[src/rtl/ccu_axil_master_pkg.sv]
// Shared definitions for the CCU AXI-Lite command master: control-register
// map, command opcodes, FSM states and AXI response codes.
package ccu_axil_master_pkg;

  localparam int CTLR_ADDR = 12;

  localparam logic [CTLR_ADDR-1:0] REG_OPER_GO  = 12'h000;
  localparam logic [CTLR_ADDR-1:0] REG_LOAD_FLG = 12'h004;
  localparam logic [CTLR_ADDR-1:0] REG_DATA_LEN = 12'h010;
  localparam logic [CTLR_ADDR-1:0] REG_OPER_STS = 12'h020;
  localparam logic [CTLR_ADDR-1:0] REG_OPER_DNE = 12'h024;

  typedef enum logic [1:0] {
    OP_READ  = 2'b00,
    OP_WRITE = 2'b01,
    OP_POLL  = 2'b10,
    OP_RSVD  = 2'b11
  } cmd_op_e;

  typedef enum logic [2:0] {
    ST_IDLE  = 3'd0,
    ST_WR    = 3'd1,
    ST_WR_B  = 3'd2,
    ST_RD_AR = 3'd3,
    ST_RD_R  = 3'd4,
    ST_GAP   = 3'd5,
    ST_RSP   = 3'd6
  } state_e;

  localparam logic [1:0] RESP_OKAY   = 2'b00;
  localparam logic [1:0] RESP_SLVERR = 2'b10;
  localparam logic [1:0] RESP_DECERR = 2'b11;

  // Address-independent part of a latched command.
  typedef struct packed {
    cmd_op_e     op;
    logic [31:0] wdata;
    logic [3:0]  wstrb;
    logic [31:0] mask;
    logic [31:0] match;
  } cmd_t;

  function automatic logic poll_hit(input logic [31:0] data,
                                    input logic [31:0] mask,
                                    input logic [31:0] match);
    return ((data ^ match) & mask) == 32'h0;
  endfunction

endpackage

[src/rtl/ccu_axil_master_if.sv]
// Single AXI-Lite bus between the command master and the CCU register file.
interface ccu_axil_master_if
  import ccu_axil_master_pkg::*;
#(
  parameter int ADDR_WIDTH = CTLR_ADDR
) ();
  logic [ADDR_WIDTH-1:0] awaddr;
  logic [2:0]            awprot;
  logic                  awvalid;
  logic                  awready;
  logic [31:0]           wdata;
  logic [3:0]            wstrb;
  logic                  wvalid;
  logic                  wready;
  logic [1:0]            bresp;
  logic                  bvalid;
  logic                  bready;
  logic [ADDR_WIDTH-1:0] araddr;
  logic [2:0]            arprot;
  logic                  arvalid;
  logic                  arready;
  logic [31:0]           rdata;
  logic [1:0]            rresp;
  logic                  rvalid;
  logic                  rready;

  modport master (
    output awaddr, awprot, awvalid, input awready,
    output wdata, wstrb, wvalid, input wready,
    input bresp, bvalid, output bready,
    output araddr, arprot, arvalid, input arready,
    input rdata, rresp, rvalid, output rready
  );

  modport slave (
    input awaddr, awprot, awvalid, output awready,
    input wdata, wstrb, wvalid, output wready,
    output bresp, bvalid, input bready,
    input araddr, arprot, arvalid, output arready,
    output rdata, rresp, rvalid, input rready
  );
endinterface

[src/rtl/ccu_axil_master.sv]
// Command/response to AXI-Lite master for the CCU control registers, with a
// built-in masked poll that repeats reads until match, error or timeout.
module ccu_axil_master
  import ccu_axil_master_pkg::*;
#(
  parameter int ADDR_WIDTH = CTLR_ADDR,
  parameter int POLL_GAP   = 4,
  parameter int CNT_WIDTH  = 16
) (
  input  logic                  clk_i,
  input  logic                  rst_n_i,
  input  logic                  cmd_valid_i,
  output logic                  cmd_ready_o,
  input  logic [1:0]            cmd_op_i,
  input  logic [ADDR_WIDTH-1:0] cmd_addr_i,
  input  logic [31:0]           cmd_wdata_i,
  input  logic [3:0]            cmd_wstrb_i,
  input  logic [31:0]           cmd_mask_i,
  input  logic [31:0]           cmd_match_i,
  input  logic [CNT_WIDTH-1:0]  cmd_timeout_i,
  output logic                  rsp_valid_o,
  input  logic                  rsp_ready_i,
  output logic [31:0]           rsp_rdata_o,
  output logic [1:0]            rsp_resp_o,
  output logic                  rsp_timeout_o,
  output logic [CNT_WIDTH-1:0]  rsp_polls_o,
  output logic                  busy_o,
  ccu_axil_master_if.master     m_axil
);

  localparam int GAP_W = (POLL_GAP > 1) ? $clog2(POLL_GAP) : 1;
  localparam logic [GAP_W-1:0] GAP_LAST = GAP_W'(POLL_GAP - 1);

  state_e                state_q, state_d;
  cmd_t                  cmd_q, cmd_d;
  logic [ADDR_WIDTH-1:0] addr_q, addr_d;
  logic [CNT_WIDTH-1:0]  tmo_q, tmo_d;
  logic [CNT_WIDTH-1:0]  cnt_q, cnt_d;
  logic [GAP_W-1:0]      gap_q, gap_d;
  logic                  aw_done_q, aw_done_d;
  logic                  w_done_q, w_done_d;
  logic                  awvalid_q, awvalid_d;
  logic                  wvalid_q, wvalid_d;
  logic                  bready_q, bready_d;
  logic                  arvalid_q, arvalid_d;
  logic                  rready_q, rready_d;
  logic [31:0]           rdata_q, rdata_d;
  logic [1:0]            resp_q, resp_d;
  logic                  to_q, to_d;

  always_ff @(posedge clk_i) begin
    if (!rst_n_i) begin
      state_q   <= ST_IDLE;
      cmd_q     <= '0;
      addr_q    <= '0;
      tmo_q     <= '0;
      cnt_q     <= '0;
      gap_q     <= '0;
      aw_done_q <= 1'b0;
      w_done_q  <= 1'b0;
      awvalid_q <= 1'b0;
      wvalid_q  <= 1'b0;
      bready_q  <= 1'b0;
      arvalid_q <= 1'b0;
      rready_q  <= 1'b0;
      rdata_q   <= '0;
      resp_q    <= RESP_OKAY;
      to_q      <= 1'b0;
    end else begin
      state_q   <= state_d;
      cmd_q     <= cmd_d;
      addr_q    <= addr_d;
      tmo_q     <= tmo_d;
      cnt_q     <= cnt_d;
      gap_q     <= gap_d;
      aw_done_q <= aw_done_d;
      w_done_q  <= w_done_d;
      awvalid_q <= awvalid_d;
      wvalid_q  <= wvalid_d;
      bready_q  <= bready_d;
      arvalid_q <= arvalid_d;
      rready_q  <= rready_d;
      rdata_q   <= rdata_d;
      resp_q    <= resp_d;
      to_q      <= to_d;
    end
  end

  always_comb begin
    state_d   = state_q;
    cmd_d     = cmd_q;
    addr_d    = addr_q;
    tmo_d     = tmo_q;
    cnt_d     = cnt_q;
    gap_d     = gap_q;
    aw_done_d = aw_done_q;
    w_done_d  = w_done_q;
    rdata_d   = rdata_q;
    resp_d    = resp_q;
    to_d      = to_q;

    case (state_q)
      ST_IDLE: begin
        if (cmd_valid_i) begin
          cmd_d.op    = (cmd_op_e'(cmd_op_i) == OP_RSVD) ? OP_READ : cmd_op_e'(cmd_op_i);
          cmd_d.wdata = cmd_wdata_i;
          cmd_d.wstrb = cmd_wstrb_i;
          cmd_d.mask  = cmd_mask_i;
          cmd_d.match = cmd_match_i;
          addr_d      = cmd_addr_i;
          tmo_d       = cmd_timeout_i;
          cnt_d       = '0;
          aw_done_d   = 1'b0;
          w_done_d    = 1'b0;
          rdata_d     = '0;
          resp_d      = RESP_OKAY;
          to_d        = 1'b0;
          state_d     = (cmd_d.op == OP_WRITE) ? ST_WR : ST_RD_AR;
        end
      end
      ST_WR: begin
        // AW and W retire independently; B waits for both.
        if (awvalid_q && m_axil.awready) aw_done_d = 1'b1;
        if (wvalid_q && m_axil.wready)   w_done_d  = 1'b1;
        if (aw_done_d && w_done_d)       state_d   = ST_WR_B;
      end
      ST_WR_B: begin
        if (m_axil.bvalid) begin
          resp_d  = m_axil.bresp;
          state_d = ST_RSP;
        end
      end
      ST_RD_AR: begin
        if (m_axil.arready) state_d = ST_RD_R;
      end
      ST_RD_R: begin
        if (m_axil.rvalid) begin
          rdata_d = m_axil.rdata;
          resp_d  = m_axil.rresp;
          cnt_d   = (&cnt_q) ? cnt_q : cnt_q + 1'b1;
          if (cmd_q.op != OP_POLL || m_axil.rresp != RESP_OKAY ||
              poll_hit(m_axil.rdata, cmd_q.mask, cmd_q.match)) begin
            state_d = ST_RSP;
          end else if (tmo_q != '0 && cnt_d == tmo_q) begin
            to_d    = 1'b1;
            state_d = ST_RSP;
          end else begin
            gap_d   = '0;
            state_d = ST_GAP;
          end
        end
      end
      ST_GAP: begin
        if (gap_q == GAP_LAST) state_d = ST_RD_AR;
        else                   gap_d   = gap_q + 1'b1;
      end
      ST_RSP: begin
        if (rsp_ready_i) state_d = ST_IDLE;
      end
      default: state_d = ST_IDLE;
    endcase

    // Channel controls are registered copies of the next-state decode.
    awvalid_d = (state_d == ST_WR) && !aw_done_d;
    wvalid_d  = (state_d == ST_WR) && !w_done_d;
    bready_d  = (state_d == ST_WR_B);
    arvalid_d = (state_d == ST_RD_AR);
    rready_d  = (state_d == ST_RD_R);
  end

  assign cmd_ready_o   = rst_n_i && (state_q == ST_IDLE);
  assign busy_o        = (state_q != ST_IDLE);
  assign rsp_valid_o   = (state_q == ST_RSP);
  assign rsp_rdata_o   = rdata_q;
  assign rsp_resp_o    = resp_q;
  assign rsp_timeout_o = to_q;
  assign rsp_polls_o   = cnt_q;

  assign m_axil.awaddr  = addr_q;
  assign m_axil.awprot  = 3'b000;
  assign m_axil.awvalid = awvalid_q;
  assign m_axil.wdata   = cmd_q.wdata;
  assign m_axil.wstrb   = cmd_q.wstrb;
  assign m_axil.wvalid  = wvalid_q;
  assign m_axil.bready  = bready_q;
  assign m_axil.araddr  = addr_q;
  assign m_axil.arprot  = 3'b000;
  assign m_axil.arvalid = arvalid_q;
  assign m_axil.rready  = rready_q;

endmodule
[src/flat_wrapper.sv]
// flat-port wrapper written by rule: the top's interface ports become plain ports
module ccu_axil_master_flat import ccu_axil_master_pkg::*;
#(
  parameter int ADDR_WIDTH = CTLR_ADDR,
  parameter int POLL_GAP   = 4,
  parameter int CNT_WIDTH  = 16
)
  (clk_i, rst_n_i, cmd_valid_i, cmd_ready_o, cmd_op_i, cmd_addr_i, cmd_wdata_i, cmd_wstrb_i, cmd_mask_i, cmd_match_i, cmd_timeout_i, rsp_valid_o, rsp_ready_i, rsp_rdata_o, rsp_resp_o, rsp_timeout_o, rsp_polls_o, busy_o, m_axil_awaddr, m_axil_awprot, m_axil_awvalid, m_axil_awready, m_axil_wdata, m_axil_wstrb, m_axil_wvalid, m_axil_wready, m_axil_bresp, m_axil_bvalid, m_axil_bready, m_axil_araddr, m_axil_arprot, m_axil_arvalid, m_axil_arready, m_axil_rdata, m_axil_rresp, m_axil_rvalid, m_axil_rready);
  ccu_axil_master_if #(.ADDR_WIDTH(ADDR_WIDTH)) m_axil_i ();
  input  logic clk_i;
  input  logic rst_n_i;
  input  logic cmd_valid_i;
  output logic cmd_ready_o;
  input  logic [1:0] cmd_op_i;
  input  logic [ADDR_WIDTH-1:0] cmd_addr_i;
  input  logic [31:0] cmd_wdata_i;
  input  logic [3:0] cmd_wstrb_i;
  input  logic [31:0] cmd_mask_i;
  input  logic [31:0] cmd_match_i;
  input  logic [CNT_WIDTH-1:0] cmd_timeout_i;
  output logic rsp_valid_o;
  input  logic rsp_ready_i;
  output logic [31:0] rsp_rdata_o;
  output logic [1:0] rsp_resp_o;
  output logic rsp_timeout_o;
  output logic [CNT_WIDTH-1:0] rsp_polls_o;
  output logic busy_o;
  output wire logic [$bits(m_axil_i.awaddr)-1:0] m_axil_awaddr;
  output wire logic [$bits(m_axil_i.awprot)-1:0] m_axil_awprot;
  output wire logic [$bits(m_axil_i.awvalid)-1:0] m_axil_awvalid;
  input wire logic [$bits(m_axil_i.awready)-1:0] m_axil_awready;
  output wire logic [$bits(m_axil_i.wdata)-1:0] m_axil_wdata;
  output wire logic [$bits(m_axil_i.wstrb)-1:0] m_axil_wstrb;
  output wire logic [$bits(m_axil_i.wvalid)-1:0] m_axil_wvalid;
  input wire logic [$bits(m_axil_i.wready)-1:0] m_axil_wready;
  input wire logic [$bits(m_axil_i.bresp)-1:0] m_axil_bresp;
  input wire logic [$bits(m_axil_i.bvalid)-1:0] m_axil_bvalid;
  output wire logic [$bits(m_axil_i.bready)-1:0] m_axil_bready;
  output wire logic [$bits(m_axil_i.araddr)-1:0] m_axil_araddr;
  output wire logic [$bits(m_axil_i.arprot)-1:0] m_axil_arprot;
  output wire logic [$bits(m_axil_i.arvalid)-1:0] m_axil_arvalid;
  input wire logic [$bits(m_axil_i.arready)-1:0] m_axil_arready;
  input wire logic [$bits(m_axil_i.rdata)-1:0] m_axil_rdata;
  input wire logic [$bits(m_axil_i.rresp)-1:0] m_axil_rresp;
  input wire logic [$bits(m_axil_i.rvalid)-1:0] m_axil_rvalid;
  output wire logic [$bits(m_axil_i.rready)-1:0] m_axil_rready;
  assign m_axil_awaddr = m_axil_i.awaddr;
  assign m_axil_awprot = m_axil_i.awprot;
  assign m_axil_awvalid = m_axil_i.awvalid;
  assign m_axil_i.awready = m_axil_awready;
  assign m_axil_wdata = m_axil_i.wdata;
  assign m_axil_wstrb = m_axil_i.wstrb;
  assign m_axil_wvalid = m_axil_i.wvalid;
  assign m_axil_i.wready = m_axil_wready;
  assign m_axil_i.bresp = m_axil_bresp;
  assign m_axil_i.bvalid = m_axil_bvalid;
  assign m_axil_bready = m_axil_i.bready;
  assign m_axil_araddr = m_axil_i.araddr;
  assign m_axil_arprot = m_axil_i.arprot;
  assign m_axil_arvalid = m_axil_i.arvalid;
  assign m_axil_i.arready = m_axil_arready;
  assign m_axil_i.rdata = m_axil_rdata;
  assign m_axil_i.rresp = m_axil_rresp;
  assign m_axil_i.rvalid = m_axil_rvalid;
  assign m_axil_rready = m_axil_i.rready;
  ccu_axil_master #(.ADDR_WIDTH(ADDR_WIDTH), .POLL_GAP(POLL_GAP), .CNT_WIDTH(CNT_WIDTH)) u_core (.clk_i(clk_i), .rst_n_i(rst_n_i), .cmd_valid_i(cmd_valid_i), .cmd_ready_o(cmd_ready_o), .cmd_op_i(cmd_op_i), .cmd_addr_i(cmd_addr_i), .cmd_wdata_i(cmd_wdata_i), .cmd_wstrb_i(cmd_wstrb_i), .cmd_mask_i(cmd_mask_i), .cmd_match_i(cmd_match_i), .cmd_timeout_i(cmd_timeout_i), .rsp_valid_o(rsp_valid_o), .rsp_ready_i(rsp_ready_i), .rsp_rdata_o(rsp_rdata_o), .rsp_resp_o(rsp_resp_o), .rsp_timeout_o(rsp_timeout_o), .rsp_polls_o(rsp_polls_o), .busy_o(busy_o), .m_axil(m_axil_i));
endmodule
[config.mk]
export PLATFORM = sky130hd
export DESIGN_NAME = ccu_axil_master_flat
export DESIGN_NICKNAME = d
export VERILOG_FILES = /design/src/rtl/ccu_axil_master_pkg.sv /design/src/rtl/ccu_axil_master_if.sv /design/src/rtl/ccu_axil_master.sv /design/src/flat_wrapper.sv
export SDC_FILE = /design/constraint.sdc
export NUM_CORES = 1
export LEC_CHECK = 0
export CAP_MARGIN = 15
export CORE_ASPECT_RATIO = 1.4
export CORE_MARGIN = 2
export CORE_UTILIZATION = 35
export DETAILED_ROUTE_END_ITERATION = 8
export PLACE_DENSITY = 0.66
export SYNTH_ARGS = -nofsm -noshare
export SYNTH_HDL_FRONTEND = slang
export SYNTH_SLANG_ARGS = --single-unit
[constraint.sdc]
create_clock -name clk_i -period 9 [get_ports clk_i]
set_clock_uncertainty 0.2 [all_clocks]
set_input_delay 1.8 -clock clk_i [delete_from_list [all_inputs] [get_ports clk_i]]
set_output_delay 1.8 -clock clk_i [all_outputs]
set_load 0.03 [all_outputs]
# Word level (Yosys, flattened, before mapping)
# Index checks and enable logic that the tools add are counted.
# W data, S select, Z words.
# classes
n_addsub	2
n_eq_ne	22
mux	41
bitwise_logic	2
reduce_logical	25
# op_table
op	n
$mux W32	2
$pmux W32 S2	1
$mux W16	3
$and A32 B32 Y32	1
$logic_not A32 Y1	1
$pmux W16 S2	1
$xor A32 B32 Y32	1
$mux W3	8
$pmux W3 S7	1
$mux W2	10
$add A16 B1 Y16 const B	1
$eq A16 B16 Y1	1
$reduce_and A16 Y1	1
$reduce_bool A16 Y1	1
$ne A2 B2 Y1 const B	7
$eq A3 B2 Y1 const B	4
$eq A3 B3 Y1 const B	4
$mux W1	10
$reduce_and A5 Y1	2
$logic_and A1 B1 Y1	7
$eq A3 B1 Y1 const B	2
$pmux W1 S2	3
$pmux W2 S3	1
$reduce_bool A2 Y1	3
12 further kinds	16
# totals
ff_bits	193
inputBits	175
output_inout_bits	125
wordCells	112

# Depth between registers and ports, before layout
# Gate-level depths: netlist of the first run.
# depth
word_depth	10
mapped_depth	10
depth_no_buf	8

# Worst setup path after synthesis of the first run
# No wires, ideal clock.
# synth_timing
kind	input -> output
startpoint	input port rst_n_i
endpoint	output port cmd_ready_o
arrival_time_ps	2674
t_required_ps	7000
path_slack_ps	4326
stages	4
n_path_buf	2
cell_sequence	inv_2 > clkbuf_1 > clkbuf_1 > nor2_1
# synth_via
elab_chain_len	1
# synth_rtl
element	line_no	source
from (decl)	flat_wrapper.sv:11	input logic rst_n_i;
$logic_and A1 B1 Y1	ccu_axil_master.sv:171	assign cmd_ready_o = rst_n_i && (state_q == ST_IDLE);
to (decl)	flat_wrapper.sv:13	output logic cmd_ready_o;
# Every way passes these cells.

# Worst setup path in the final report of the first run
# Same ends and word-level chain as after synthesis.

==> impl_metrics.ini, run 1 <==
[synthesis]
postSynthCellCount = 1135
synth_edf_count = 0
synth_warnings = 0
synth_seq_cells = 193
synth.yosys.seq_area_share = 0.442
synth_top_flop_cell = sky130_fd_sc_hd__dfxtp_1
syn-mean-instance-area_um2 = 7.70
synth.lib_cells_used.distinct = 62
async_reset_ff_frac = 0
cell_area_after_synthesis_um2 = 8740

[clocking]
holdBufCountCts = 0
numClockSinks = 193
post_cts_resized = 0
max-clock-path-buffers = 2
cts_made_buffers = 17
clock_tree.htree_level_count = 4
clock_latency_ps = 440
path_clk_slew_ps = 70
post-cts-setup-buffer-count = 0
clock_tree.root_cell = sky130_fd_sc_hd__clkbuf_16
cts_tree = done

[placement]
dp_slack_ps = 3210
placedCellCount = 1615
gpl.final_weighted_congestion = 0.877
hpwlAfterDp_um = 20100
port_buffers = 293

[routing]
wl_met3_um = 1330
routed_via_density = 5.07
wl_um = 28400
route.antenna.remaining_nets = 0
wl_per_cell_um = 17.2
top_signal_layer_used = met4
initialDrtViolationCount = 523
via_count = 8363
route.layer.met1.wl_um = 11000
drt-pass1-iter-count = 5
met2_wirelength_um = 15000
drc = 0

[global_routing]
grt_util_all_layers = 0.214
grt_max_degree = 102
first_pass_grt_wire_length_um = 42800
antenna_violations_before_repair = 2
grt_overflow_total = 0
number_of_global_route_vias_before_repair = 7923

[worst_setup_path]
crit_path_top_delay_cell = sky130_fd_sc_hd__clkdlybuf4s50_1
worstPathBufferInverterCount = 3
worstSetupStartpointType = primary input
cell_family_with_most_cp_delay = buffers and inverters
critical_path.endpoint_type = output pin
worst-endpoint-required_ps = 7000
cp_cell_sequence = clkdlybuf4s50_1, inv_6, nor2_1, clkdlybuf4s50_1
criticalPathCategory = in2out
slowest_delay_ps = 650
critPathMostFrequentCell = sky130_fd_sc_hd__clkdlybuf4s50_1
timing.critical_path.fanout_max = 85
timing.critical_path.arrival_ps = 3790
setup.reg_to_reg.worst_slack_ps = 5270

[sta]
report.final.hold_viol_count = 0
max_clock_freq_ghz = 0.173
final.setup.tns_ps = 0
setup_violations = 0
rsz0062_at_grt = false
timing_worst_slew_pin_value_ps = 1120
layout_min_cycle_time_ps = 5790
drv_slew = 0
fin_ws_ps = 3210
period_share = 0.643
timing.max_slew.rel_slack = 0.253

[final_layout]
mostFrequentLayoutCell = sky130_fd_sc_hd__nand2_1
postLayoutCoreUtil = 0.488
final-instance-count-excl-fill = 1649
post_route_cells_drive_above_1_share = 0.0368
final_net_count = 1496
mostFrequentLayoutCells = sky130_fd_sc_hd__nand2_1, sky130_fd_sc_hd__clkdlybuf4s50_1, sky130_fd_sc_hd__dfxtp_1
areaGrowthSynthToFinish_pct = 37.2

[floorplan]
die_area_um2 = 26300
initial_utilization = 0.356
core_um2 = 24600
die-width_um = 138
fp-row-count = 68
floorplan.io_pins = 300
floorplan.die.height_um = 191

[power]
leakage_nw = 4.30
worst_ir_drop_vdd_mv = 0.137
p_total_mw = 2.27
p_per_area_nw_per_um2 = 189

[hold_path]
hold_class = reg2reg

[outcome]
run_status = finished clean

[flow_run]
drv.max_cap_violation_count = 0
-- sequential cells by signal, indices dropped and copies added (netlist names), 2 cells and up --
| register | flops |
|---|---|
| u_core.m_axil.wdata | 32 |
| u_core.m_axil.araddr | 12 |
| u_core.rsp_polls_o | 16 |
| u_core.m_axil.wstrb | 4 |
| u_core.state_q | 3 |
| u_core.rsp_resp_o | 2 |
| u_core.rsp_rdata_o | 32 |
| u_core.tmo_q | 16 |
| u_core.gap_q | 2 |
| u_core.cmd_q | 66 |
-- where the power goes --
group,switching [mW],internal [mW],leakage (nW)
Clock,0.364,0.418,0.288
Combinational,0.302,0.215,2.44
Sequential,0.0526,0.922,1.57
-- area by class of cell --
cell class              count  area, um2
flip-flops and latches    193       3860
well taps                 315        394
diodes                      2       5.00
clock buffers              17        425
inverters                   8       35.0
fillers                  2456      12600
repair buffers            297       2960
multi-input cells         802       4150
clock inverters            15        170
-- layer usage --
metal	global-route usage	up-vias
li1	-	4153
met1	0.240	3903
met2	0.380	252
met3	0.0430	55
met4	0.105	0
met5	0	-
-- worst min-delay path: cells and delay by family, from the launching register on --
family | cells | cell delay [ps]
simple gates | 1 | 50
flops | 1 | 310
compound gates | 1 | 50
-- synthesized netlist by cell type (6+ instances only) --
library cell / n / share of area
sky130_fd_sc_hd__nand2_1: 317 / 0.14
sky130_fd_sc_hd__dfxtp_1: 193 / 0.44
sky130_fd_sc_hd__a21oi_1: 177 / 0.10
sky130_fd_sc_hd__clkbuf_1: 69 / 0.030
sky130_fd_sc_hd__buf_4: 56 / 0.048
sky130_fd_sc_hd__nand3_1: 48 / 0.027
sky130_fd_sc_hd__nor2_1: 45 / 0.019
sky130_fd_sc_hd__xor2_1: 40 / 0.040
sky130_fd_sc_hd__a22oi_1: 21 / 0.018
sky130_fd_sc_hd__nor3_1: 15 / 0.0086
sky130_fd_sc_hd__o21ai_0: 13 / 0.0074
sky130_fd_sc_hd__nand4_1: 10 / 0.0072
sky130_fd_sc_hd__nor4_1: 10 / 0.0072
sky130_fd_sc_hd__a311oi_1: 8 / 0.0080
sky130_fd_sc_hd__xnor2_1: 8 / 0.0080
sky130_fd_sc_hd__buf_2: 7 / 0.0040
sky130_fd_sc_hd__inv_1: 7 / 0.0030
sky130_fd_sc_hd__a31oi_1: 6 / 0.0043
sky130_fd_sc_hd__and3_1: 6 / 0.0043
-- kinds of logic after synthesis --
| logic type | share of synthesized area |
|---|---|
| simple gates | 0.240 |
| xor+xnor | 0.0481 |
| other cells | 0.000429 |
| mux | 0.00830 |
| flops | 0.442 |
| buf+inv | 0.0876 |
| fa+ha+maj | 0.00401 |
| compound gates | 0.170 |
-- path summary, 6_finish.rpt --
path	from	cells after the start	endpoint
min	u_core.m_axil.wdata[11]	2	u_core.m_axil.wdata[11]
max	rst_n_i	4	cmd_ready_o
min reg2reg	u_core.m_axil.wdata[11]	2	u_core.m_axil.wdata[11]
max reg2reg	u_core.rsp_polls_o[0]	8	u_core.state_q[0]
-- through the flow --
stage	cell area, um2	hold slack (ps)
floorplan	8760	236
global placement	11400	241
detailed placement	11400	245
CTS	12000	255
global route	12000	269
finish	12000	253
(Power assumes the default switching activity.)
==> run 2, diff against run 1 <==
PLACE_DENSITY = 0.69   (was 0.66)
clock period = 4.7 ns   (was 9 ns; I/O delays follow)
==> impl_metrics.ini, run 2 (same netlist as run 1, synthesis figures left out) <==
[power]
internal-power_mw = 3.26
worst_ir_drop_vdd_mv = 0.249
fraction_of_power_spent_switching_nets = 0.290
combinationalPowerShare = 0.220
p_per_area_nw_per_um2 = 378
power.share.sequential = 0.406
total_net_switching_power_mw = 1.33
clock_power_share = 0.374
leakage_nw = 4.38

[sta]
fin_ws_ps = 987
timing.max_slew.rel_slack = 0.294
setup_violations = 0
layout_min_cycle_time_ps = 3710
period_share = 0.790
max_clock_freq_ghz = 0.269
drv_slew = 0
rsz0062_at_grt = false
report.final.hold_viol_count = 0
final.setup.tns_ps = 0
timing_worst_slew_pin_value_ps = 1060

[floorplan]
initial_utilization = 0.356
die_area_um2 = 26300
fp-row-count = 68
floorplan.die.height_um = 191
die-width_um = 138
core_um2 = 24600
floorplan.io_pins = 300

[worst_setup_path]
criticalPathCategory = in2out
timing.critical_path.arrival_ps = 2570
worst-endpoint-required_ps = 3560
critical_path.endpoint_type = output pin
setup.reg_to_reg.worst_slack_ps = 1070
reg2reg_from = u_core.rsp_polls_o[0]
worstSetupStartpointType = primary input
setup.worst_path.start = rst_n_i
rr_endpoint = u_core.state_q[0]
timing.critical_path.fanout_max = 12
r2r.worst_path.cells = 8
timing.critical_path.to = cmd_ready_o

[clocking]
clock_latency_ps = 440
max-clock-path-buffers = 2
path_clk_slew_ps = 70
post-cts-setup-buffer-count = 0
holdBufCountCts = 0
clock_tree.root_cell = sky130_fd_sc_hd__clkbuf_16
cts_tree = done
numClockSinks = 193
cts_made_buffers = 17
post_cts_resized = 0
clock_tree.htree_level_count = 4

[routing]
route.antenna.remaining_nets = 0
initialDrtViolationCount = 613
wl_per_cell_um = 17.1
wl_um = 28200
routed_via_density = 5.05
via_count = 8347
drt-pass1-iter-count = 5
drc = 0

[outcome]
run_status = finished clean

[final_layout]
post_route_cells_drive_above_1_share = 0.0390
areaGrowthSynthToFinish_pct = 39.0
final-instance-count-excl-fill = 1654
max_flop_register = u_core.cmd_q
mostFrequentLayoutCells = sky130_fd_sc_hd__nand2_1, sky130_fd_sc_hd__clkdlybuf4s50_1, sky130_fd_sc_hd__dfxtp_1
largest_reg_flops = 66
final_net_count = 1499
mostFrequentLayoutCell = sky130_fd_sc_hd__nand2_1
postLayoutCoreUtil = 0.494
layout.cell_area.non_filler_um2 = 12200

[placement]
hpwlAfterDp_um = 20300
port_buffers = 293
dp_slack_ps = 768
gpl.final_weighted_congestion = 0.920
placedCellCount = 1618
dpl-instance-area_um2 = 11400

[global_routing]
number_of_global_route_vias_before_repair = 7961
grt_overflow_total = 0
grt_max_degree = 141
antenna_violations_before_repair = 4
grt_util_all_layers = 0.213
first_pass_grt_wire_length_um = 42900

[hold_path]
hold_class = reg2reg

[flow_run]
drv.max_cap_violation_count = 0
run 2: cell types whose count changed in the layout (fill, tap and decap cells not counted), sizes merged:
cell / delta
bufinv: +5
inv: -5
buf: +3
diode: +2
clkbuf: +1
clkinvlp: -1
run 2: metrics by stage:
| stage | power [mW] | hold slack (ps) |
|---|---|---|
| 6_report | 4.59 | 254 |
| 5_1_grt | 4.79 | 270 |
| 2_1_floorplan | 2.52 | 236 |
| 3_3_place_gp | 2.90 | 241 |
| 4_1_cts | 4.64 | 255 |
| 3_5_place_dp | 2.91 | 246 |
run 2: worst min-delay path by stage:
stage	from	to	slack [ps]	cells after the start
2_1_floorplan	u_core.cmd_q[37]	u_core.cmd_q[37]	240	2
3_3_place_gp	u_core.m_axil.wdata[28]	u_core.m_axil.wdata[28]	240	2
3_5_place_dp	u_core.m_axil.wdata[28]	u_core.m_axil.wdata[28]	250	2
4_1_cts	u_core.m_axil.wdata[28]	u_core.m_axil.wdata[28]	260	2
5_1_grt	u_core.m_axil.wstrb[0]	u_core.m_axil.wstrb[0]	270	2
6_report	u_core.m_axil.wdata[28]	u_core.m_axil.wdata[28]	250	2
run 2: power by group through the flow:
stage	logic [mW]	clock network [mW]	registers, mW
floorplan	0.607	0	1.91
global placement	1.01	0	1.90
detailed placement	1.01	0	1.90
CTS	1.02	1.75	1.86
global route	1.10	1.82	1.88
finish	1.01	1.72	1.87
run 2: per-layer routing:
metal / wire (um) / vias to the layer above / part of all wire / GRT usage
li1: - / 4164 / - / -
met1: 10900 / 3838 / 0.39 / 0.244
met2: 14700 / 263 / 0.52 / 0.363
met3: 1330 / 82 / 0.047 / 0.0451
met4: 1330 / 0 / 0.047 / 0.120
met5: 0 / - / 0 / 0
run 2: cell type report:
class / instances / area [um2]
Tap cell: 315 / 394
Clock buffer: 18 / 439
Clock inverter: 14 / 255
Timing Repair Buffer: 300 / 3010
Multi-Input combinational cell: 802 / 4150
Fill cell: 2363 / 12400
Antenna cell: 4 / 10.0
Inverter: 8 / 35.0
Sequential cell: 193 / 3860
run 2: critical path, stage by stage:
cell and delay [ps]:
sky130_fd_sc_hd__clkdlybuf4s50_1 810, sky130_fd_sc_hd__inv_6 30, sky130_fd_sc_hd__nor2_1 120, sky130_fd_sc_hd__clkdlybuf4s50_1 680
==> run 3, diff against run 2 <==
PLACE_DENSITY = 0.66   (was 0.69)
clock period = 3.65 ns   (was 4.7 ns; I/O delays follow)
==> impl_metrics.ini, run 3 (same netlist as run 1, synthesis figures left out) <==
[floorplan]
die-width_um = 138
fp-row-count = 68
floorplan.die.height_um = 191
core_um2 = 24600
floorplan.io_pins = 300
die_area_um2 = 26300
initial_utilization = 0.356

[power]
p_per_area_nw_per_um2 = 454
leakage_nw = 4.36
worst_ir_drop_vdd_mv = 0.313
p_total_mw = 5.50

[placement]
port_buffers = 293
hpwlAfterDp_um = 20700
placedCellCount = 1630
gpl.final_weighted_congestion = 0.915

[clocking]
numClockSinks = 193
cts_made_buffers = 17
holdBufCountCts = 0
path_clk_slew_ps = 70
post_cts_resized = 0
clock_latency_ps = 430
max-clock-path-buffers = 2
cts_tree = done
post-cts-setup-buffer-count = 0
clock_tree.htree_level_count = 4
clock_tree.root_cell = sky130_fd_sc_hd__clkbuf_16

[routing]
routed_via_density = 4.98
via_count = 8277
wl_per_cell_um = 17.3
route.antenna.remaining_nets = 0
initialDrtViolationCount = 503
drc = 0
drt-pass1-iter-count = 5
wl_um = 28800

[flow_run]
drv.max_cap_violation_count = 0

[worst_setup_path]
critical_path.endpoint_type = flip-flop
worstSetupStartpointType = flip-flop
timing.critical_path.fanout_max = 14
worst-endpoint-required_ps = 3770
timing.critical_path.arrival_ps = 3450
setup.reg_to_reg.worst_slack_ps = 320
criticalPathCategory = reg2reg

[global_routing]
grt_util_all_layers = 0.216
number_of_global_route_vias_before_repair = 7933
antenna_violations_before_repair = 1
grt_max_degree = 181
grt_overflow_total = 0
first_pass_grt_wire_length_um = 43600

[final_layout]
multiInputGateArea_um2 = 4150
postLayoutCoreUtil = 0.493
post_route_cells_drive_above_1_share = 0.0475
final_net_count = 1511
area.sequential_um2 = 3860
mostFrequentLayoutCells = sky130_fd_sc_hd__nand2_1, sky130_fd_sc_hd__clkdlybuf4s50_1, sky130_fd_sc_hd__dfxtp_1
final-instance-count-excl-fill = 1663
largest_reg_flops = 66
max_flop_register = u_core.cmd_q
mostFrequentLayoutCell = sky130_fd_sc_hd__nand2_1
areaGrowthSynthToFinish_pct = 38.5
layout.filler_cells = 2424

[sta]
layout_min_cycle_time_ps = 3330
report.final.hold_viol_count = 0
setup_violations = 0
period_share = 0.912
timing_worst_slew_pin_value_ps = 913
max_clock_freq_ghz = 0.300
drv_slew = 0
timing.max_slew.rel_slack = 0.391
rsz0062_at_grt = false
final.setup.tns_ps = 0
timing.hold.ws_ps = 255

[outcome]
run_status = finished clean

[hold_path]
hold_class = reg2reg
-- run 3: power breakdown --
| group | switching (mW) | internal, mW |
|---|---|---|
| sequential | 0.122 | 2.27 |
| clock | 0.891 | 0.891 |
| combinational | 0.766 | 0.555 |
-- run 3: final cells by class --
type                    count  area share
multi-input cells         802       0.342
flip-flops and latches    193       0.319
repair buffers            312       0.257
clock buffers              17      0.0351
well taps                 315      0.0325
clock inverters            15      0.0111
inverters                   8     0.00289
diodes                      1    0.000207
-- run 3: layer usage --
metal,vias to the layer above,GRT usage,part of all wire
met4,0,0.0932,0.035
met1,3796,0.245,0.39
met3,60,0.0517,0.051
met2,219,0.381,0.52
met5,-,0,0
li1,4202,-,-
-- run 3: worst paths after layout --
| check | cells after the start | to | startpoint |
|---|---|---|---|
| min | 2 | u_core.m_axil.wdata[15] | u_core.m_axil.wdata[15] |
| max | 8 | u_core.state_q[0] | u_core.rsp_polls_o[0] |
| min reg2reg | 2 | u_core.m_axil.wdata[15] | u_core.m_axil.wdata[15] |
| max reg2reg | 8 | u_core.state_q[0] | u_core.rsp_polls_o[0] |
-- run 3: critical path, stage by stage (launching register included) --
cell and delay [ps]:
sky130_fd_sc_hd__dfxtp_1 470, sky130_fd_sc_hd__ha_1 340, sky130_fd_sc_hd__nand3_1 180, sky130_fd_sc_hd__nor4_4 630, sky130_fd_sc_hd__mux2i_1 190, sky130_fd_sc_hd__a2111oi_2 230, sky130_fd_sc_hd__o2111ai_1 160, sky130_fd_sc_hd__or4_4 550
sky130_fd_sc_hd__a31o_1 240
-- run 3: through the flow --
step / instance area [um2] / worst slack, ps
2_1_floorplan: 8760 / 524
3_3_place_gp: 11600 / 472
3_5_place_dp: 11600 / 375
4_1_cts: 12100 / 338
5_1_grt: 12100 / 117
6_report: 12100 / 322
